<file path="config.mk">
export PLATFORM = sky130hd
export DESIGN_NAME = time_demux
export DESIGN_NICKNAME = d
export VERILOG_FILES = /design/src/rtl/time_demux.sv
export SDC_FILE = /design/constraint.sdc
export NUM_CORES = 1
export LEC_CHECK = 0
export BUFFER_PORTS_ARGS = -buffer_cell sky130_fd_sc_hd__buf_2
export CELL_PAD_IN_SITES_DETAIL_PLACEMENT = 1
export CELL_PAD_IN_SITES_GLOBAL_PLACEMENT = 2
export CORE_MARGIN = 2
export CORE_UTILIZATION = 33
export DETAILED_ROUTE_END_ITERATION = 10
export HOLD_SLACK_MARGIN = 0.15
export PLACE_DENSITY_LB_ADDON = 0.1
export SYNTH_ARGS = -nofsm -noshare
export SYNTH_HDL_FRONTEND = slang
export SYNTH_SLANG_ARGS = --single-unit
</file>
<file path="constraint.sdc">
create_clock -name clk -period 1.5 [get_ports clk]
set_input_delay 0.225 -clock clk [delete_from_list [all_inputs] [get_ports clk]]
set_output_delay 0.225 -clock clk [all_outputs]
set_load 0.005 [all_outputs]
</file>
<file path="src/rtl/time_demux.sv">
// time_demux: rebuilds LANES parallel words from a WIDTH-bit time-multiplexed lane stream.
// Optional feature macro: TIME_DEMUX_ERRCNT_EN enables the saturating misaligned-sync counter on err_cnt.
module time_demux #(
  parameter  int WIDTH = 2,
  parameter  int LANES = 4,
  localparam int CW    = $clog2(LANES)
) (
  input  logic                   clk,
  input  logic                   rst,
  input  logic                   en,
  input  logic                   sync,
  input  logic [WIDTH-1:0]       din,
  output logic [LANES*WIDTH-1:0] out_bus,
  output logic                   frame_valid,
  output logic [CW-1:0]          slot,
  output logic                   sync_err,
  output logic [7:0]             err_cnt
);

  localparam logic [CW-1:0] LAST_SLOT = CW'(LANES - 1);

  logic [WIDTH-1:0]       r_shadow [LANES-1];
  logic [LANES*WIDTH-1:0] r_out_bus;
  logic                   r_frame_valid;
  logic [CW-1:0]          r_slot;
  logic                   r_sync_err;

  logic                   w_last;
  logic                   w_misaligned;
  logic [LANES*WIDTH-1:0] w_frame;

  assign w_last       = (r_slot == LAST_SLOT);
  assign w_misaligned = en & sync & (r_slot != '0);

  // The final lane bypasses the shadow registers and goes straight from din into the frame.
  always_comb begin
    // NOTE: default assignment first so every path drives w_frame and no latch is inferred.
    w_frame = '0;
    for (int k = 0; k < LANES - 1; k++) begin
      w_frame[k*WIDTH +: WIDTH] = r_shadow[k];
    end
    w_frame[(LANES-1)*WIDTH +: WIDTH] = din;
  end

  always_ff @(posedge clk or negedge rst) begin
    if (!rst) begin
      // NOTE: the shadow registers are reset explicitly; they are few and a cleared
      // state keeps any partial frame from leaking after reset.
      for (int k = 0; k < LANES - 1; k++) begin
        r_shadow[k] <= '0;
      end
      r_out_bus     <= '0;
      r_frame_valid <= 1'b0;
      r_slot        <= '0;
      r_sync_err    <= 1'b0;
    end else begin
      // NOTE: non-blocking assignments so every register samples pre-edge values.
      r_frame_valid <= 1'b0;
      if (en) begin
        if (sync) begin
          // A sync always restarts the frame with din as lane 0; any partial frame is dropped.
          r_shadow[0] <= din;
          r_slot      <= CW'(1);
          if (w_misaligned) begin
            r_sync_err <= 1'b1;
          end
        end else if (w_last) begin
          r_out_bus     <= w_frame;
          r_frame_valid <= 1'b1;
          r_slot        <= '0;
        end else begin
          r_shadow[r_slot] <= din;
          r_slot           <= r_slot + CW'(1);
        end
      end
    end
  end

`ifdef TIME_DEMUX_ERRCNT_EN
  logic [7:0] r_err_cnt;

  // Saturates at 255 and is cleared only by reset.
  always_ff @(posedge clk or negedge rst) begin
    if (!rst) begin
      r_err_cnt <= 8'd0;
    end else if (w_misaligned && (r_err_cnt != 8'hFF)) begin
      r_err_cnt <= r_err_cnt + 8'd1;
    end
  end

  assign err_cnt = r_err_cnt;
`else
  assign err_cnt = 8'd0;
`endif

  assign out_bus     = r_out_bus;
  assign frame_valid = r_frame_valid;
  assign slot        = r_slot;
  assign sync_err    = r_sync_err;

endmodule

</file>
==> impl_results.md <==
- Status: complete, no violations
- Commonest cells in the netlist: 18 x dfrtp_1, 12 x mux2_4, 8 x buf_4
- Area grow syn2layout: 14.83%
- Largest net degree at the start of global routing: 19
- Max cap viols: 0
- Synth top area cells: dfrtp_1 51%, mux2_4 20%, ha_1 7.1%
- Dpl cells: 109
- Area leader, netlist: dfrtp_1
- Non-Filler Instances: ~110
- Row count: 18
- Final setup vio count: 0
- Post-DR vias/cell: 4.504
- Clk sinks: 18
- DR WL/cell: 13.50 um
- Combinational Power Share: 32.2%
- Sw Ratio: 27.11%
- Die width: 55.81 um
- Share of the synthesized area in the top cell type: approximately half
- Kind of critical path: flop to flop
- Synth Register Bits: 18
- Peak VDD IR: between 0.6 and 0.7 mV
- Max Slew Vio Count: 0
- Delay of the slowest cell on the worst path: 0.44 ns
- Final Cycle Share: 93.28%
- Share of layout cells above drive strength 1: 45.78%
- Die area: 0.003115 mm2
- RSZ-0062 raised after global routing: false
- Final ANT Viol Nets: 0
- Hold WS: 0.1988 ns
- Vias in the first global route: 567
- Num CTS Buffers: 3
- Final wirelength: 1.526 mm
- Static leakage: 0.5401 nW
- Internal Power: ~1.1 mW
- # diodes: 0
- H-tree Lvls: 1
- Synth warn: 0
- Area post-placement: about 980 um2
- Grt ovf: 0
- Final setup TNS: 0 ns
- Synthesized area per cell: about 14 um2
- Yosys cell types: 18
- I/O pin cnt: 26
- Total GRT Usage: about 11%
- NetSw: 0.3952 mW
- Power Dens Cells: 1433 mW/mm2
- Skew final: about 0.00065 ns
- Reg2reg setup slack: ~0.10 ns
- Layout Nets: 96
- Fin util: 40.69%
- Synthesized area: 885.9 um2
- Core area: between 0.002 and 0.0025 mm2
- Crit path time final: 1.399 ns
- DIE HEIGHT: between 50 and 60 um
- Sequential share of power: slightly above 50%
- Maximum root-to-sink buffer count: 2
- Worst-Skew Late Latency: 0.28 ns
- Cell count after synthesis: 62
- CP startpoint kind: flop
- Detailed Routing Iterations Pass 1: 2
- EDFF count, synth: 0
- Crit path max fanout: 5
- DRC: 0
- Initial Util: a little over a third
- Prevailing post-synth register cell: dfrtp_1
- Finished Cell Area: 0.001017 mm2
- Top-count cell post-synth: dfrtp_1
- Dpl hpwl: 1.185 mm
- Worst setup EP type: flop
- Worst-path clk slew: 0.10 ns
- Clk Tree Root Cell: clkbuf_4
- Crit path arrival time: roughly 1.6 ns
- Crit path cell chain: ha_2 -> and3b_4 -> mux2_4
- Routability Congestion: 0.7154
- Clock share of power: about 16%
- Worst Hold Class: input port to flop
- Initial DRC Count: 6
- CTS tree: built
- F_max: slightly above 700 MHz
- Final hold vios: 0
- Initial antenna violation count: 0
- Crit-path slowest cell: dfrtp_1
- Vias: 509
- First-pass GRT wire length: around 2.7 mm
- PortBufs: 17
- CP required: 1.68 ns
- Asr flop ratio synth: 100.0%
- Register area share after synthesis: about half
-- area by class of cell --
cell class	instances	area, um2
fill	276	1483
multi-input combinational	41	396.6
clock buffer	3	22.52
timing repair buffer	19	102.6
tap	30	37.54
sequential	18	450.4
inverter	2	7.507
-- registers in the layout (all words and copies together) (netlist names) --
signal and cells:
out_bus 8, r_shadow 6, frame_valid 1, slot 2, sync_err 1
-- stage by stage --
step	setup WS, ns	power [mW]
finish	0.1008	1.458
global placement	0.07705	1.224
CTS	0.02020	1.486
floorplan	0.07584	1.063
global route	0.03481	1.572
detailed placement	0.04077	1.245
-- kinds of logic (layout without fill, tap and decap cells) --
| logic type | Yosys count | count (layout) | synth area share [%] |
|---|---|---|---|
| compound gates | 7 | 7 | 5.791 |
| fa+ha+maj | 5 | 5 | 7.062 |
| buf+inv | 10 | 24 | 7.628 |
| flops | 18 | 18 | 50.85 |
| mux | 12 | 12 | 20.34 |
| other cells | 1 | 8 | 0.4233 |
| simple gates | 9 | 9 | 7.910 |
-- power by group through the flow --
stage               logic [mW]  registers, mW  clock network, mW
floorplan                0.305          0.758                  0
global placement         0.469          0.755                  0
detailed placement       0.479          0.767                  0
CTS                      0.480          0.759              0.248
global route             0.515          0.786              0.271
finish                   0.470          0.753              0.235
-- cells in the final DEF (no fill, tap or decap), types with 2 or more instances in the layout --
cell type  Yosys  routed
a32o_1         2       2
ha_1           5       4
and3b_4        2       2
buf_2          0      17
mux2_4        12      12
clkbuf_4       0       3
inv_1          2       2
o21ai_0        2       2
conb_1         1       8
dfrtp_1       18      18
nand2_1        2       2
-- worst max-delay path: cells and delay by family, from the launching register on --
kind | cells | cell delay (ns)
fa+ha+maj | 1 | 0.24
flops | 1 | 0.44
mux | 1 | 0.29
simple gates | 1 | 0.32
-- what timing repair did --
action / CTS / global route
endpoints found under the setup margin: 0 / 4
buffers inserted: 0 / 0
resized for setup: 0 / 1
hold buffers: 1 / 0
hold endpoints to repair: 18 / 0
-- final timing paths --
path / from / cells after the start / to
max in group asynchronous: rst / 2 / slot[0]
setup / recovery: slot[0] / 3 / r_shadow[0]
hold reg to reg: sync_err / 1 / sync_err
min in group asynchronous: rst / 2 / out_bus[7]
hold / removal: en / 2 / slot[1]
setup reg to reg: slot[0] / 3 / r_shadow[0]
-- routing by layer --
layer  GRT usage, %  vias to the layer above  part of all wire [%]
met5              0                        -                     0
met4          5.102                        0                  0.79
met3          2.791                        2                   5.2
met2          19.39                       16                    50
met1          12.81                      254                    44
li1               -                      237                     -
No activity file was read; power rests on OpenSTA's default activity.
